==> src/rtl/bus_slave_responder.sv <==
// Serial bus slave: receives a bit-serial address/burst header, optionally
// splits for a programmable number of cycles, then writes or reads a burst of
// words to/from a small internal memory, one bit per handshake.
module bus_slave_responder #(
  parameter int unsigned ADDR_LEN  = 12,
  parameter int unsigned BURST_LEN = 12,
  parameter int unsigned DATA_LEN  = 8,
  parameter int unsigned MEM_AW    = 6
) (
  input  logic       clk,
  input  logic       rst,
  input  logic       write_en,
  input  logic       read_en,
  input  logic       m_valid,
  input  logic       m_ready,
  input  logic       rx_address,
  input  logic       rx_burst,
  input  logic       rx_data,
  input  logic [5:0] slave_delay,
  output logic       tx_data,
  output logic       s_valid,
  output logic       s_ready,
  output logic       split_en
);

  localparam int unsigned MaxLen = (ADDR_LEN > DATA_LEN) ? ADDR_LEN : DATA_LEN;
  localparam int unsigned CntW   = $clog2(MaxLen) + 1;
  localparam int unsigned Depth  = 2 ** MEM_AW;

  typedef enum logic [2:0] {
    StIdle,
    StAddr,
    StSplit,
    StWdata,
    StRdata,
    StDone
  } state_e;

  state_e state_q, state_d;
  state_e data_st;

  // Set on the first clock edge after reset release; holds s_ready low until then.
  logic alive_q;

  // Header shifters keep all but the newest bit; the newest bit comes straight
  // from the serial input so the full field is available in the accepting cycle.
  logic [ADDR_LEN-2:0]  addr_sr_q, addr_sr_d;
  logic [BURST_LEN-2:0] burst_sr_q, burst_sr_d;
  logic [DATA_LEN-2:0]  wr_sr_q, wr_sr_d;
  logic [DATA_LEN-1:0]  tx_sr_q, tx_sr_d;
  logic [CntW-1:0]      bit_cnt_q, bit_cnt_d;
  logic [5:0]           delay_cnt_q, delay_cnt_d;
  logic [MEM_AW-1:0]    ptr_q, ptr_d;
  logic [BURST_LEN-1:0] words_left_q, words_left_d;

  logic [DATA_LEN-1:0] mem_q [Depth];
  logic                mem_we;

  logic [ADDR_LEN-1:0]  addr_full;
  logic [BURST_LEN-1:0] burst_full;
  logic [DATA_LEN-1:0]  wr_word;

  logic accept_in;
  logic accept_out;
  logic go;
  logic abort;
  logic bit_last_addr;
  logic bit_last_data;
  logic last_word;
  logic rd_word_done;

  assign addr_full  = {rx_address, addr_sr_q};
  assign burst_full = {rx_burst, burst_sr_q};
  assign wr_word    = {rx_data, wr_sr_q};

  assign accept_in     = m_valid & s_ready;
  assign accept_out    = s_valid & m_ready;
  assign go            = accept_in & (write_en | read_en);
  assign abort         = (state_q != StIdle) & ~write_en & ~read_en;
  assign bit_last_addr = (bit_cnt_q == CntW'(ADDR_LEN - 1));
  assign bit_last_data = (bit_cnt_q == CntW'(DATA_LEN - 1));
  assign last_word     = (words_left_q == BURST_LEN'(1));

  // State register and reset-release flag.
  always_ff @(posedge clk or negedge rst) begin
    if (!rst) begin
      state_q <= StIdle;
      alive_q <= 1'b0;
    end else begin
      state_q <= state_d;
      alive_q <= 1'b1;
    end
  end

  // Next-state logic; a dropped request aborts from any busy state.
  always_comb begin
    state_d = state_q;
    data_st = write_en ? StWdata : StRdata;
    unique case (state_q)
      StIdle: begin
        if (go) state_d = StAddr;
      end
      StAddr: begin
        if (accept_in && bit_last_addr) begin
          state_d = (slave_delay != 6'd0) ? StSplit : data_st;
        end
      end
      StSplit: begin
        if (delay_cnt_q <= 6'd1) state_d = data_st;
      end
      StWdata: begin
        if (accept_in && bit_last_data && last_word) state_d = StDone;
      end
      StRdata: begin
        if (accept_out && bit_last_data && last_word) state_d = StDone;
      end
      StDone: begin
        state_d = StIdle;
      end
      default: begin
        state_d = StIdle;
      end
    endcase
    if (abort) state_d = StIdle;
  end

  // Outputs decoded from the current state.
  always_comb begin
    s_ready  = 1'b0;
    s_valid  = 1'b0;
    split_en = 1'b0;
    tx_data  = 1'b0;
    unique case (state_q)
      StIdle, StAddr, StWdata: s_ready = alive_q;
      StSplit:                 split_en = 1'b1;
      StRdata: begin
        s_valid = 1'b1;
        tx_data = tx_sr_q[0];
      end
      default: ;
    endcase
  end

  // Datapath next-state: header capture, delay count, word shifting, addressing.
  always_comb begin
    addr_sr_d    = addr_sr_q;
    burst_sr_d   = burst_sr_q;
    wr_sr_d      = wr_sr_q;
    tx_sr_d      = tx_sr_q;
    bit_cnt_d    = bit_cnt_q;
    delay_cnt_d  = delay_cnt_q;
    ptr_d        = ptr_q;
    words_left_d = words_left_q;
    mem_we       = 1'b0;
    rd_word_done = 1'b0;

    unique case (state_q)
      StIdle: begin
        bit_cnt_d = '0;
        if (go) begin
          addr_sr_d  = addr_full[ADDR_LEN-1:1];
          burst_sr_d = burst_full[BURST_LEN-1:1];
          bit_cnt_d  = CntW'(1);
        end
      end
      StAddr: begin
        if (!abort && accept_in) begin
          addr_sr_d  = addr_full[ADDR_LEN-1:1];
          burst_sr_d = burst_full[BURST_LEN-1:1];
          bit_cnt_d  = bit_cnt_q + CntW'(1);
          if (bit_last_addr) begin
            bit_cnt_d    = '0;
            ptr_d        = addr_full[MEM_AW-1:0];
            // A zero burst count still moves one word.
            words_left_d = (burst_full == '0) ? BURST_LEN'(1) : burst_full;
            delay_cnt_d  = slave_delay;
          end
        end
      end
      StSplit: begin
        if (!abort) delay_cnt_d = delay_cnt_q - 6'd1;
      end
      StWdata: begin
        if (!abort && accept_in) begin
          wr_sr_d   = wr_word[DATA_LEN-1:1];
          bit_cnt_d = bit_cnt_q + CntW'(1);
          if (bit_last_data) begin
            mem_we       = 1'b1;
            bit_cnt_d    = '0;
            ptr_d        = ptr_q + MEM_AW'(1);
            words_left_d = words_left_q - BURST_LEN'(1);
          end
        end
      end
      StRdata: begin
        if (!abort && accept_out) begin
          tx_sr_d   = tx_sr_q >> 1;
          bit_cnt_d = bit_cnt_q + CntW'(1);
          if (bit_last_data) begin
            rd_word_done = 1'b1;
            bit_cnt_d    = '0;
            ptr_d        = ptr_q + MEM_AW'(1);
            words_left_d = words_left_q - BURST_LEN'(1);
          end
        end
      end
      default: ;
    endcase

    if (abort) bit_cnt_d = '0;

    // Load the read shifter on entry to RDATA and whenever another word follows.
    if ((state_d == StRdata) && ((state_q != StRdata) || rd_word_done)) begin
      tx_sr_d = mem_q[ptr_d];
    end
  end

  // Datapath registers; all counters and shifters clear on reset.
  always_ff @(posedge clk or negedge rst) begin
    if (!rst) begin
      addr_sr_q    <= '0;
      burst_sr_q   <= '0;
      wr_sr_q      <= '0;
      tx_sr_q      <= '0;
      bit_cnt_q    <= '0;
      delay_cnt_q  <= '0;
      ptr_q        <= '0;
      words_left_q <= '0;
    end else begin
      addr_sr_q    <= addr_sr_d;
      burst_sr_q   <= burst_sr_d;
      wr_sr_q      <= wr_sr_d;
      tx_sr_q      <= tx_sr_d;
      bit_cnt_q    <= bit_cnt_d;
      delay_cnt_q  <= delay_cnt_d;
      ptr_q        <= ptr_d;
      words_left_q <= words_left_d;
    end
  end

  // Word memory; deliberately outside the reset domain so contents survive reset.
  always_ff @(posedge clk) begin
    if (mem_we) mem_q[ptr_q] <= wr_word;
  end

endmodule

==> config.mk <==
export PLATFORM = sky130hd
export DESIGN_NAME = bus_slave_responder
export DESIGN_NICKNAME = d
export VERILOG_FILES = /design/src/rtl/bus_slave_responder.sv
export SDC_FILE = /design/constraint.sdc
export NUM_CORES = 1
export LEC_CHECK = 0
export ABC_AREA = 1
export CORE_UTILIZATION = 57
export DETAILED_ROUTE_END_ITERATION = 10
export GPL_TIMING_DRIVEN = 0
export PLACE_DENSITY = 0.77
export SLEW_MARGIN = 40
export SYNTH_ARGS = -nofsm -noshare
export SYNTH_HDL_FRONTEND = slang
export SYNTH_SLANG_ARGS = --single-unit
==> constraint.sdc <==
create_clock -name clk -period 2.33 [get_ports clk]
set_clock_uncertainty 0.05 [all_clocks]
set_input_delay 0.699 -clock clk [delete_from_list [all_inputs] [get_ports clk]]
set_output_delay 0.699 -clock clk [all_outputs]
set_load 0.03 [all_outputs]
### Yosys cells after proc, flatten, opt, wreduce, memory -nomap -nowiden

Memories as Yosys holds them, arrays and structs flattened.
Cells that the tools add are included.

* ROM bits: 0
* RAM bits: 512
* input bits: 15
* memories: 1
* register bits after elaboration: 70
* output and inout port bits: 4
* bits in latches: 0

* magnitude comparators: 1
* eq/ne operators: 18
* divide/modulo/power cells: 0
* reduce and logical (&&, ||, !) cells: 27
* $mul: 0
* shifts and indexed selects: 0
* $add $sub $neg: 4
* bitwise gates (word level): 8
* multiplexer cells: 54

Memories
* mem_q: words 64, width 8, rd ports 1, clocked after memory_dff 0, write ports 1, line 56 `logic [DATA_LEN-1:0] mem_q [Depth];`

Operators with widths (number)
* $mux W12: 6
* $mux W6: 8
* $mux W11: 4
* $pmux W11 S2: 2
* $pmux W12 S3: 1
* $mux W5: 6
* $mux W3: 8
* $mux W8: 3
* $pmux W5 S4: 1
* $pmux W6 S3: 1
* $pmux W3 S5: 1
* $eq A12 B1 Y1 const B: 1
* $logic_not A12 Y1: 1
* $mux W1: 12
* $ne A2 B2 Y1 const B: 6
* $ne A3 B3 Y1 const B: 4
* $pmux W6 S2: 1
* $sub A12 B1 Y12 const B: 1
* $logic_and A1 B1 Y1: 8
* $reduce_and A4 Y1: 2
* $reduce_bool A2 Y1: 4
* $add A6 B1 Y6 const B: 1
* $eq A3 B2 Y1 const B: 2
* $eq A3 B3 Y1 const B: 2
* 19 further kinds: 26

### Depth between registers and ports, before layout

* depth after elaboration: 13
* gate-level depth with buffers: 24
* depth with buffers taken out: 22

### Least setup slack after synthesis

Ideal clock, no wire load.

* path type: in2reg
* start point: input write_en
* end point: register tx_sr_q[5]
* data arrival time: 2.484 ns
* cell stages on the path: 20
* setup time: 0.116 ns
* data required time: 2.164 ns
* slack: -0.320 ns
* cells stage by stage: nor2_2 -> nand2_2 -> inv_2 -> nor2_8 -> nand2_4 -> nand2_4 -> nand2_1 -> nand2_1 -> inv_2 -> buf_2 -> buf_2 -> nand3_1 -> nand3_1 -> nand3_1 -> nand3_1 -> nand3_1 -> nand3_1 -> nand3_1 -> nand2_1 -> nand2_1

* word-level cells in the longest chain between the ends: 11
* elaborated cells between the ends (all ways): 29
* classes of those cells: 1 x eq/ne; 14 x mux; 5 x bitwise; 8 x reduce/logical; 1 x memory

RTL lines
* from (decl): line 12 `input logic write_en,`
* parallel branches: the longest is 11 deep, another holds $mem_v2 Z64 W8
* to (signal assigned): line 233 `tx_sr_q <= tx_sr_d;`
* to (decl): line 50 `logic [DATA_LEN-1:0] tx_sr_q, tx_sr_d;`

Several ways; the timed one is not identified.
A chain may end at the register's enable or synchronous reset.

### Worst setup path after layout

* start point: register bit_cnt_q[0]
* end point: register tx_sr_q[4]

* word-level cells in the longest chain between the ends: 10
* elaborated cells between the ends (all ways): 29
* classes of those cells: 3 x eq/ne; 15 x mux; 10 x reduce/logical; 1 x memory

RTL lines
* from (decl): line 51 `logic [CntW-1:0] bit_cnt_q, bit_cnt_d;`
* from (signal assigned): line 234 `bit_cnt_q <= bit_cnt_d;`
* parallel branches: the longest is 10 deep, another holds $mem_v2 Z64 W8

Several ways; the timed one is not identified.

==> flow_metrics.tcl <==
set metrics [dict create \
    status "complete, but fails checks" \
    violations "setup timing" \
    drv_slew 0 \
    synth_compound_area_share_pct 2.50 \
    drc 0 \
    r2r_slack_ps -720 \
    wl_per_cell_microns 27.3 \
    place_area_sq_mm 0.0276 \
    grtUsageTotal_pct 39.3 \
    rr_startpoint "bit_cnt_q[0]$_DFFE_PN0P_" \
    io_pins 19 \
    synth_cells 2504 \
    clock_sinks 582 \
    ys_seq_elements 582 \
    core_sq_mm 0.0454 \
    area_growth_pct 26.5 \
    finalCriticalPeriod_ps 3050 \
    worst_pin_slew_ps 893 \
    synth_most_common_cell "nand3_1" \
    holdCritStartpoint "tx_sr_q[2]$_DFFE_PN0P_" \
    critPathCaptureType "register" \
    cts-htree-levels 2 \
    synth_top_family_by_area "simple AND/OR/NAND/NOR gates" \
    total_power_mw 22.4 \
    fill_cells 2994 \
    synthArstFlopShare_pct 12.0 \
    relSlewSlack_pct 40.3 \
    dp_hpwl_microns 59900 \
    rows 78 \
    fin_util_pct 73.1 \
    synth_commonest_cells "nand3_1 (532), nand2_1 (521), edfxtp_1 (512), inv_1 (308), nand3b_1 (133)" \
    fmax_mhz 328 \
    drive_gt1_share_pct 22.8 \
    hold_slack_ps 438 \
    r2r_end "tx_sr_q[4]$_DFFE_PN0P_" \
    yosysTopAreaCellShare_pct 58.6 \
    synth_xor_area_share_pct 0.200 \
    multi_input_area_sq_mm 0.00875 \
    clk_latency_ps 640 \
    cts_buffers 60 \
    globalplace.congestion 0.993 \
    overflow 0 \
    io_buffers 18 \
    nNetsFinal 2741 \
    stdcell_area_sq_mm 0.0332 \
    synthAdderAreaFrac_pct 0.286 \
    dieArea_sq_mm 0.0469 \
    power_frac_comb_pct 6.5 \
    p_leak_nw 12.9 \
    crit_arrival_ps 3570 \
    synthTopCellsByArea "edfxtp_1 (59%), nand3_1 (10%), nand2_1 (7.5%)" \
    max_cap_viol_count 0 \
    met1_length_microns 31400 \
    yosys.cell_types.count 42 \
    syn_avg_cell_area_sq_um 10.5 \
    grt_max_degree 50 \
    clkPwrFrac_pct 41.2 \
    sw_frac_of_total_pct 23.4 \
    top_layer "met4" \
    initial_utilization_pct 57.8 \
    fp.dieH_microns 217 \
    seq_area_sq_mm 0.0172 \
    reg2regPathDepth 21 \
    cts_buffer_depth 3 \
    synth_top_cell_by_area "edfxtp_1" \
    ant_nets 0 \
    min_path_type "register to register" \
    die_x_microns 217 \
    clockRootBuffer "clkbuf_16" \
    setup.worst_path.start_class "register" \
    grt_pass1_wl_microns 132000 \
    ys_seq_area_share_pct 65.3 \
    critPathKind "register to register" \
    cp.required_ps 2850 \
    startpoint "bit_cnt_q[0]$_DFFE_PN0P_" \
    via_per_inst 6.24 \
    hold_violations 0 \
    drt_iter0_markers 2863 \
    routed_wl_microns 92100 \
    switching_power_mw 5.23 \
    first_pass_iters 6 \
    timing.final.crit_share_pct 131 \
    pwr-share-seq_pct 52.3 \
    routed-wl-met2_microns 41800 \
    synth_area_sq_mm 0.0262 \
    clk_pin_slew_ps 60 \
    ys_warn_count 0 \
    setup_viol_count_final 354 \
    synth_edf_count 512 \
    synth_nets 2525 \
    crit_end "tx_sr_q[4]$_DFFE_PN0P_" \
    vias 21027 \
    rsz0062_at_grt "true" \
    synth_flop_cell "edfxtp_1" \
    peakVddDrop_mv 0.692 \
    synthMuxAreaShare_pct 0.172 \
    synth-simple-area-share_pct 24.2 \
    powerDensity_mw_per_mm2 674 \
    worst_slack_ps -719 \
    cts_tree "yes" \
    diodes 0 \
    antenna_found_initial 1 \
    p_int_mw 17.1 \
    crit_fanout 10 \
    first_global_vias 20372 \
    met3_length_microns 11600 \
]
## registers in the layout (all words and copies together) (netlist names)
register,count
mem_q,512
delay_cnt_q,6
bit_cnt_q,5
burst_sr_q,11
state_q,3
words_left_q,12
addr_sr_q,11
alive_q,1
wr_sr_q,7
tx_sr_q,8
ptr_q,6
## layout make-up
cell class / instances / share of cell area, %
multi-input cells: 1469 / 26.4
clock buffers: 81 / 4.95
well taps: 600 / 2.26
clock inverters: 32 / 0.641
inverters: 319 / 3.64
repair buffers: 154 / 5.91
flip-flops and latches: 582 / 51.7
plain buffers: 134 / 4.49
## per-stage QoR
| stage | setup TNS, ps | setup slack (ps) | std cells |
|---|---|---|---|
| after global routing | -84840 | -825 | 3371 |
| after floorplan | -1280 | -168 | 2504 |
| final | -47000 | -719 | 3371 |
| after global placement | -1118240 | -1960 | 3122 |
| after CTS | -57230 | -612 | 3364 |
| after detailed placement | -743520 | -1910 | 3133 |
## layout by cell type (no fill, tap or decap), drive strengths merged, types with 28 or more instances in the layout
cell type / n
buf: 259
clkbuf: 97
clkinv: 28
dfrtp: 70
edfxtp: 512
inv: 319
nand2: 527
nand3: 533
nand3b: 133
nor2: 124
o21ai: 55
## per-layer routing
metal / vias to the layer above / global-route usage (%)
met5: - / 0
met4: 0 / 27.3
met3: 413 / 9.57
met2: 1578 / 61.0
met1: 10046 / 48.9
li1: 8990 / -
## critical path, cell delays in order, from the launching register on
cell and delay (ps):
dfrtp_1 410, ha_4 180, nand2_4 70, nor2_4 110, nand2_2 80, nor2_2 110, nand2_1 80, a21oi_2 180
nand2_4 120, nand2_8 150, nand2_8 120, buf_12 190, buf_6 160, nand2_1 80, nand3_2 110, nand3_1 130
nand3_1 200, nand3_2 140, nand3_4 100, nand3_2 100, nand2_1 70, nand2_1 50
## worst min path at each step
stage | cells after the start | endpoint | slack, ps
after global placement | 2 | tx_sr_q[1]$_DFFE_PN0P_ | 420
after floorplan | 0 | addr_sr_q[0]$_DFFE_PN0P_ | 350
final | 2 | tx_sr_q[2]$_DFFE_PN0P_ | 440
after detailed placement | 2 | tx_sr_q[7]$_DFFE_PN0P_ | 420
after global routing | 1 | mem_q[57][7]$_DFFE_PP_ | 460
after CTS | 1 | mem_q[57][7]$_DFFE_PP_ | 430
## repair_timing
action / CTS / global route
hold endpoints to repair: 32 / 0
gates cloned: 2 / 0
buffers inserted: 115 / 7
hold buffers: 1 / 0
setup endpoints to repair: 536 / 535
gates resized for setup: 423 / 104
pin swaps: 92 / 40
## cell families (layout without fill, tap and decap cells)
group / count (synthesis) / count (layout)
simple gates: 1339 / 1339
mux: 4 / 4
buf+inv: 453 / 720
compound gates: 113 / 113
xor+xnor: 6 / 6
flops: 582 / 582
fa+ha+maj: 6 / 6
other cells: 1 / 1
## power by group through the flow
stage          Combinational [mW]  Sequential, mW  Clock (mW)
4_1_cts                      1.41            11.7        9.20
3_3_place_gp                 1.20            11.9           0
6_report                     1.44            11.7        9.22
3_5_place_dp                 1.26            11.9           0
5_1_grt                      1.62            11.7        9.63
2_1_floorplan               0.916            11.8           0
Note: power is estimated with default switching activity, not from simulation.
